File: src/rtl/lego_rx_filter.sv
// Ethernet RX filter for Lego frames: buffers the two header beats, checks destination MAC
// and EtherType, then replays the header and streams the rest of a matching frame.
module lego_rx_filter #(
  parameter logic [47:0] LOCAL_MAC  = 48'h00_0A_35_00_00_01,
  parameter logic [15:0] LEGO_ETYPE = 16'h88B5
) (
  input  logic        apclk,
  input  logic        apresetn,
  input  logic [63:0] fromMac_axis_tdata,
  input  logic [7:0]  fromMac_axis_tkeep,
  input  logic [63:0] fromMac_axis_tuser,
  input  logic        fromMac_axis_tlast,
  input  logic        fromMac_axis_tvalid,
  output logic        fromMac_axis_tready,
  output logic [63:0] toHdr_axis_tdata,
  output logic [7:0]  toHdr_axis_tkeep,
  output logic [63:0] toHdr_axis_tuser,
  output logic        toHdr_axis_tlast,
  output logic        toHdr_axis_tvalid,
  input  logic        toHdr_axis_tready,
  input  logic        cfg_promisc,
  output logic [31:0] stat_pass_cnt,
  output logic [31:0] stat_drop_cnt
);

  typedef enum logic [2:0] {HDR0, HDR1, EMIT0, EMIT1, STREAM, DROP} state_e;

  state_e      state_q;
  logic [63:0] data0_q, data1_q;
  logic [7:0]  keep0_q, keep1_q;
  logic [63:0] user0_q, user1_q;
  logic        last0_q, last1_q;
  logic [31:0] passCnt_q, dropCnt_q;
  logic [31:0] passCnt_d, dropCnt_d;

  logic inAccept;
  logic dstMatch;
  logic hdrMatch;

  assign inAccept  = fromMac_axis_tvalid & fromMac_axis_tready;
  assign dstMatch  = (data0_q[63:16] == LOCAL_MAC) | (data0_q[63:16] == 48'hFFFF_FFFF_FFFF) |
                     cfg_promisc;
  assign hdrMatch  = dstMatch & (fromMac_axis_tdata[31:16] == LEGO_ETYPE);
  assign passCnt_d = passCnt_q + 32'd1;
  assign dropCnt_d = dropCnt_q + 32'd1;

  assign stat_pass_cnt = passCnt_q;
  assign stat_drop_cnt = dropCnt_q;

  // tready is gated by the reset itself so it stays low for the whole time reset is held.
  always_comb begin
    fromMac_axis_tready = 1'b0;
    toHdr_axis_tvalid   = 1'b0;
    toHdr_axis_tdata    = 64'd0;
    toHdr_axis_tkeep    = 8'd0;
    toHdr_axis_tuser    = 64'd0;
    toHdr_axis_tlast    = 1'b0;
    case (state_q)
      HDR0, HDR1, DROP: fromMac_axis_tready = apresetn;
      EMIT0: begin
        toHdr_axis_tvalid = 1'b1;
        toHdr_axis_tdata  = data0_q;
        toHdr_axis_tkeep  = keep0_q;
        toHdr_axis_tuser  = user0_q;
        toHdr_axis_tlast  = last0_q;
      end
      EMIT1: begin
        toHdr_axis_tvalid = 1'b1;
        toHdr_axis_tdata  = data1_q;
        toHdr_axis_tkeep  = keep1_q;
        toHdr_axis_tuser  = user1_q;
        toHdr_axis_tlast  = last1_q;
      end
      STREAM: begin
        fromMac_axis_tready = toHdr_axis_tready;
        toHdr_axis_tvalid   = fromMac_axis_tvalid;
        toHdr_axis_tdata    = fromMac_axis_tdata;
        toHdr_axis_tkeep    = fromMac_axis_tkeep;
        toHdr_axis_tuser    = fromMac_axis_tuser;
        toHdr_axis_tlast    = fromMac_axis_tlast;
      end
      default: ;
    endcase
  end

  always_ff @(posedge apclk or negedge apresetn) begin
    if (!apresetn) begin
      state_q   <= HDR0;
      data0_q   <= 64'd0;
      keep0_q   <= 8'd0;
      user0_q   <= 64'd0;
      last0_q   <= 1'b0;
      data1_q   <= 64'd0;
      keep1_q   <= 8'd0;
      user1_q   <= 64'd0;
      last1_q   <= 1'b0;
      passCnt_q <= 32'd0;
      dropCnt_q <= 32'd0;
    end else begin
      case (state_q)
        HDR0: begin
          if (inAccept) begin
            data0_q <= fromMac_axis_tdata;
            keep0_q <= fromMac_axis_tkeep;
            user0_q <= fromMac_axis_tuser;
            last0_q <= fromMac_axis_tlast;
            if (fromMac_axis_tlast) dropCnt_q <= dropCnt_d;
            else                    state_q   <= HDR1;
          end
        end
        HDR1: begin
          if (inAccept) begin
            data1_q <= fromMac_axis_tdata;
            keep1_q <= fromMac_axis_tkeep;
            user1_q <= fromMac_axis_tuser;
            last1_q <= fromMac_axis_tlast;
            if (hdrMatch) begin
              state_q <= EMIT0;
            end else begin
              dropCnt_q <= dropCnt_d;
              state_q   <= fromMac_axis_tlast ? HDR0 : DROP;
            end
          end
        end
        EMIT0: begin
          if (toHdr_axis_tready) state_q <= EMIT1;
        end
        // A two-beat frame ends here; longer frames hand over to pass-through with no bubble.
        EMIT1: begin
          if (toHdr_axis_tready) begin
            if (last1_q) begin
              passCnt_q <= passCnt_d;
              state_q   <= HDR0;
            end else begin
              state_q <= STREAM;
            end
          end
        end
        STREAM: begin
          if (inAccept && fromMac_axis_tlast) begin
            passCnt_q <= passCnt_d;
            state_q   <= HDR0;
          end
        end
        DROP: begin
          if (inAccept && fromMac_axis_tlast) state_q <= HDR0;
        end
        default: state_q <= HDR0;
      endcase
    end
  end

endmodule
File: config.mk
export PLATFORM = sky130hd
export DESIGN_NAME = lego_rx_filter
export DESIGN_NICKNAME = d
export VERILOG_FILES = /design/src/rtl/lego_rx_filter.sv
export SDC_FILE = /design/constraint.sdc
export NUM_CORES = 1
export LEC_CHECK = 0
export CELL_PAD_IN_SITES_DETAIL_PLACEMENT = 0
export CELL_PAD_IN_SITES_GLOBAL_PLACEMENT = 1
export CORE_MARGIN = 8
export CORE_UTILIZATION = 45
export CTS_BUF_LIST = sky130_fd_sc_hd__clkbuf_2
export DETAILED_ROUTE_END_ITERATION = 10
export PLACE_DENSITY_LB_ADDON = 0.3
export SYNTH_ARGS = -nofsm -noshare
export SYNTH_HDL_FRONTEND = slang
export SYNTH_SLANG_ARGS = --single-unit
File: constraint.sdc
create_clock -name apclk -period 2.9 [get_ports apclk]
set_input_delay 0.58 -clock apclk [delete_from_list [all_inputs] [get_ports apclk]]
set_output_delay 0.58 -clock apclk [all_outputs]
set_load 0.02 [all_outputs]
# --- After elaboration in Yosys (flattened, before gate mapping) ---
# Cells that the tools add are included.
word_totals:
  inputBits: 142
  output_inout_bits: 203
  regBits: 341
classes:
  mux: 25
  n_reduce_logical: 12
  n_eq_ne: 18
  n_bitwise: 4
  addsub: 2
op_table:
  columns: ["cell", "n"]
  rows:
  - ["$pmux W64 S3", 2]
  - ["$mux W32", 7]
  - ["$pmux W32 S2", 2]
  - ["$add A32 B1 Y32 const B", 2]
  - ["$eq A48 B36 Y1 const B", 1]
  - ["$eq A48 B48 Y1 const B", 1]
  - ["$mux W3", 9]
  - ["$pmux W8 S3", 1]
  - ["$ne A2 B2 Y1 const B", 9]
  - ["$eq A16 B16 Y1 const B", 1]
  - ["$pmux W3 S5", 1]
  - ["$eq A3 B2 Y1 const B", 2]
  - ["$eq A3 B3 Y1 const B", 2]
  - ["$reduce_and A6 Y1", 1]
  - ["$reduce_and A5 Y1", 1]
  - ["$pmux W1 S2", 2]
  - ["$reduce_and A2 Y1", 2]
  - ["$reduce_and A4 Y1", 1]
  - ["$reduce_bool A2 Y1", 2]
  - ["$reduce_or A2 Y1", 2]
  - ["$eq A3 B1 Y1 const B", 1]
  - ["$logic_not A3 Y1", 1]
  - ["$pmux W1 S3", 1]
  - ["$reduce_or A3 Y1", 1]
  - ["4 further kinds", 6]

# --- Logic depth before layout (Yosys ltp) ---
logic_depth:
  word_depth: 7
  ltp_mapped: 9

# --- Least setup slack after synthesis ---
# OpenSTA, ideal clock, no wires.
synth_path:
  path_type: "reg-to-output"
  start: "reg state_q[2]"
  end: "out toHdr_axis_tdata[62]"
  setup_slack_ns: 0.597
  t_required_ns: 2.320
  path_stages_with_launch: 7
  t_arrival_ns: 1.723
  path_buffers: 4
  cell_sequence: "dfrtp_1 > buf_2 > nand2b_1 > clkbuf_1 > clkbuf_1 > clkbuf_1 > o21ai_0"
synth_between:
  elab_chain_len: 2
  elab_cells_between_ends: 4
  cone_classes: "eq/ne (3); mux (1)"
synth_rtl:
  columns: ["item", "line", "rtl"]
  rows:
  - ["start, declared", "28", "state_e state_q;"]
  - ["start signal, assigned", "121", "state_q <= fromMac_axis_tlast ? HDR0 : DROP;"]
  - ["$eq A3 B3 Y1 or $eq A3 B2 Y1 (tied branches)", "58", "case (state_q)"]
  - ["$pmux W64 S3 *", "58", null]
  - ["end, declared", "15", "output logic [63:0] toHdr_axis_tdata,"]
# Mark *: on every way between the ends. The rest lies on a longest branch, timed or not.

# --- Final worst setup path ---
layout_path:
  start: "reg state_q[0]"
  end: "out toHdr_axis_tdata[6]"
# Same word-level chain as after synthesis.

==> out/summary.txt <==
Run status: complete, but fails checks
Violated checks: negative setup slack
Crit-path leading delay family: buffers and inverters
Final core utilization: 64.0%
EDFF count, synth: 0
DP Wirelength: 31500 um
Slew at the pin closest to its max-slew limit: 0.872 ns
Critical path endpoint category: output port
Initial standard-cell utilization of the core: 45.5%
Max-slew violation count: 0
Number of CTS-inserted buffers: 92
Port-buffer cells: 344
Storage element area: 8540 um2
Pwr/cell area: 834 nW/um2
Nature of the critical path startpoint: register
Post-synthesis async set-or-reset flop share: 100%
Clk Tree Root Cell: clkbuf_2
Cell depth of the worst flop-to-flop path: 9
Synth Area in Simple Gates: 10.8%
Classification of the worst-slack hold path: input pin to async pin
Number of H-tree levels: 3
Starting DRC count in detailed routing: 636
Remaining max-slew budget at the tightest pin: 41.9%
Vias per inst: 5.42
Number of routed nets with antenna violations: 0
Worst hold slack after final layout: 0.309 ns
Final worst path period share: 110%
Distinct cells, synth: 44
Share of synthesized area occupied by flip-flops and latches: 51.3%
Routed len/inst: 20.4 um
Vias in the first global route: 14000
Drt pass-1 iters: 4
Number of synthesized register bits: 341
WS Path Type: register to output port
Total core area: 36500 um2
Final setup slack of the worst path: -0.294 ns
Critical-path cell list: nand2b_4 > nor2_4 > buf_12 > buf_12 > buf_16 > buf_12 > buf_6 > nand2_2 > o21ai_2 > buf_6
Weighted congestion at the end of routability-driven global placement: 0.824
Sinks on the clock net: 341
Die width: 208 um
Crit-path slowest cell: dfrtp_4
Most common cell after layout, fill and taps aside: dfrtp_1
Top-Level Pins: 345
Max-cap check violation count: 0
Peak supply drop: 468 uV
Number of failing hold endpoints at the final stage: 0
Maximum number of pins on one net before global-route repair: 125
DR vias: 13000
Layout cells sized above 1: 43.9%
Initial antenna violation count: 8
Critical Path AT: 2.61 ns
DRC Markers: 0
Total number of nets in the final design: 2011
Source of the worst register-to-register timing path: state_q[0]$_DFFE_PN0P_
Avg Inst Size Synth: 11.8 um2
Count of mapped cells out of synthesis: 1414
Syn_nets: 1558
FILL cells: 2901
Xor/xnor share of the synthesized area: 3.26%
Multiplexer area fraction after synthesis: 27.0%
Area of the die: 43400 um2
Count of cell instances traversed by the critical path: 10
Clock insertion delay at the later pin of the skew report: 0.98 ns
Post-synthesis instance area: 16600 um2
Share of the synthesized area in compound gates (AO/OA/AOI/OAI): 4.66%
Shortest period the worst path allows: 3.19 ns
Timing-limited maximum frequency: 313 MHz
Static Leak: 11.0 nW
Unrepaired setup endpoints after global routing: true
Count of warnings emitted by yosys: 0
Stage delay of the slowest cell on the critical path: 0.49 ns
Final setup violating endpoints: 138
Global router's overall resource usage: 22.1%
Max Fanout on Critical Path: 8
Wire length of the first global-routing pass: 77600 um
Area of the multi-input gates: 8380 um2
Dominant combinational cell family by area after synthesis: multiplexers
Clock-pin slew on the worst setup and hold paths: 0.09 ns
Synth-to-Final Area Change: 40.5%
Number of rows created at floorplan: 70
Adder-cell area share of the yosys netlist: 0.150%
CTS tree: done
Cell occurring most often along the worst timing path: buf_12
WP data required: 2.32 ns
Die extent in y: 208 um
Start point of the critical path: state_q[0]$_DFFE_PN0P_
Maximum number of buffers from clock root to sink: 3
Critical path buffer and inverter count: 6
Overall overflow remaining after global route: 0
Wirelength, routed: 49100 um
Maximum clock skew at final layout: 0.0694 ns
Most used cells in the layout excluding fill and tap cells: 337 x dfrtp_1, 275 x mux2_2, 204 x clkdlybuf4s50_1, 143 x clkbuf_2, 136 x mux2i_1
Prevailing post-synth register cell: dfrtp_1
## worst paths after layout
check	endpoint	slack, ns
max	toHdr_axis_tdata[6]	-0.29
min	stat_drop_cnt[20]$_DFFE_PN0P_	0.31
min in group apclk	data0_q[52]$_DFFE_PN0P_	0.31
max reg2reg	data1_q[45]$_DFFE_PN0P_	0.36
min reg2reg	stat_drop_cnt[31]$_DFFE_PN0P_	0.48
max in group asynchronous	user0_q[30]$_DFFE_PN0P_	1.06
## cells by family (layout without fill, tap and decap cells)
family / after synthesis / in the layout
buf+inv: 100 / 619
simple gates: 346 / 346
other cells: 0 / 8
flops: 341 / 341
fa+ha+maj: 2 / 2
mux: 414 / 414
compound gates: 149 / 149
xor+xnor: 62 / 62
## per-stage QoR
step	setup TNS (ns)	setup WS, ns	instances	instance area, um2	total power [mW]
after detailed placement	0	0.113	2177	20900	14.7
after CTS	-46.59	-0.501	2393	22500	19.1
after floorplan	0	0.597	1414	16600	12.2
final	-27.61	-0.294	2409	23400	19.5
after global routing	-59.40	-0.525	2409	23400	20.7
after global placement	0	0.111	2177	20900	14.4
## state kept, by name, summed over array words and instances (netlist names), 3 cells and up
name and count:
user1_q 64, stat_pass_cnt 32, data1_q 64, keep1_q 8
stat_drop_cnt 32, user0_q 64, keep0_q 8, data0_q 64
state_q 3
## where the power goes
part           total [mW]  internal [mW]  switching, mW
sequential           7.99           6.75           1.24
clock                3.40           1.46           1.94
combinational        8.09           4.45           3.64
total                19.5           12.7           6.83
## Yosys cell counts (20+ instances only)
master,count,area [um2]
dfrtp_1,341,8530
mux2_2,275,3100
nand2_1,170,638
mux2i_1,139,1390
o21ai_0,139,696
xor2_1,56,490
clkbuf_1,41,154
buf_2,36,180
nand4_1,30,188
nor3_1,28,140
nor4_1,25,156
nand3_1,20,100
## worst register-to-register path, stage by stage, from the launching register on
cell,delay [ns]
dfrtp_4,0.49
nand2b_4,0.17
buf_4,0.13
buf_4,0.13
mux2i_4,0.20
nor3b_2,0.25
nor2b_4,0.26
buf_12,0.20
buf_4,0.23
mux2_2,0.35
## timing repair
action,in CTS,in global routing
endpoints found under the hold margin,97,0
hold buffers,1,0
endpoints found under the setup margin,140,140
resized for setup,877,403
cloned,15,2
buffers inserted,40,15
pin swaps,6,21
## final cells by class
type / count / area share [%]
sequential: 341 / 36.6
multi-input combinational: 973 / 35.9
timing repair buffer: 455 / 21.4
clock buffer: 143 / 3.06
tap: 468 / 2.51
clock inverter: 17 / 0.498
antenna: 8 / 0.0857
inverter: 4 / 0.0643
## per-layer routing
layer / GRT usage [%] / vias up / share of wire [%]
li1: - / 6052 / -
met1: 27.9 / 6597 / 44
met2: 35.3 / 330 / 49
met3: 6.66 / 67 / 6.0
met4: 8.61 / 0 / 2.0
met5: 0 / - / 0
(Power assumes the default switching activity.)
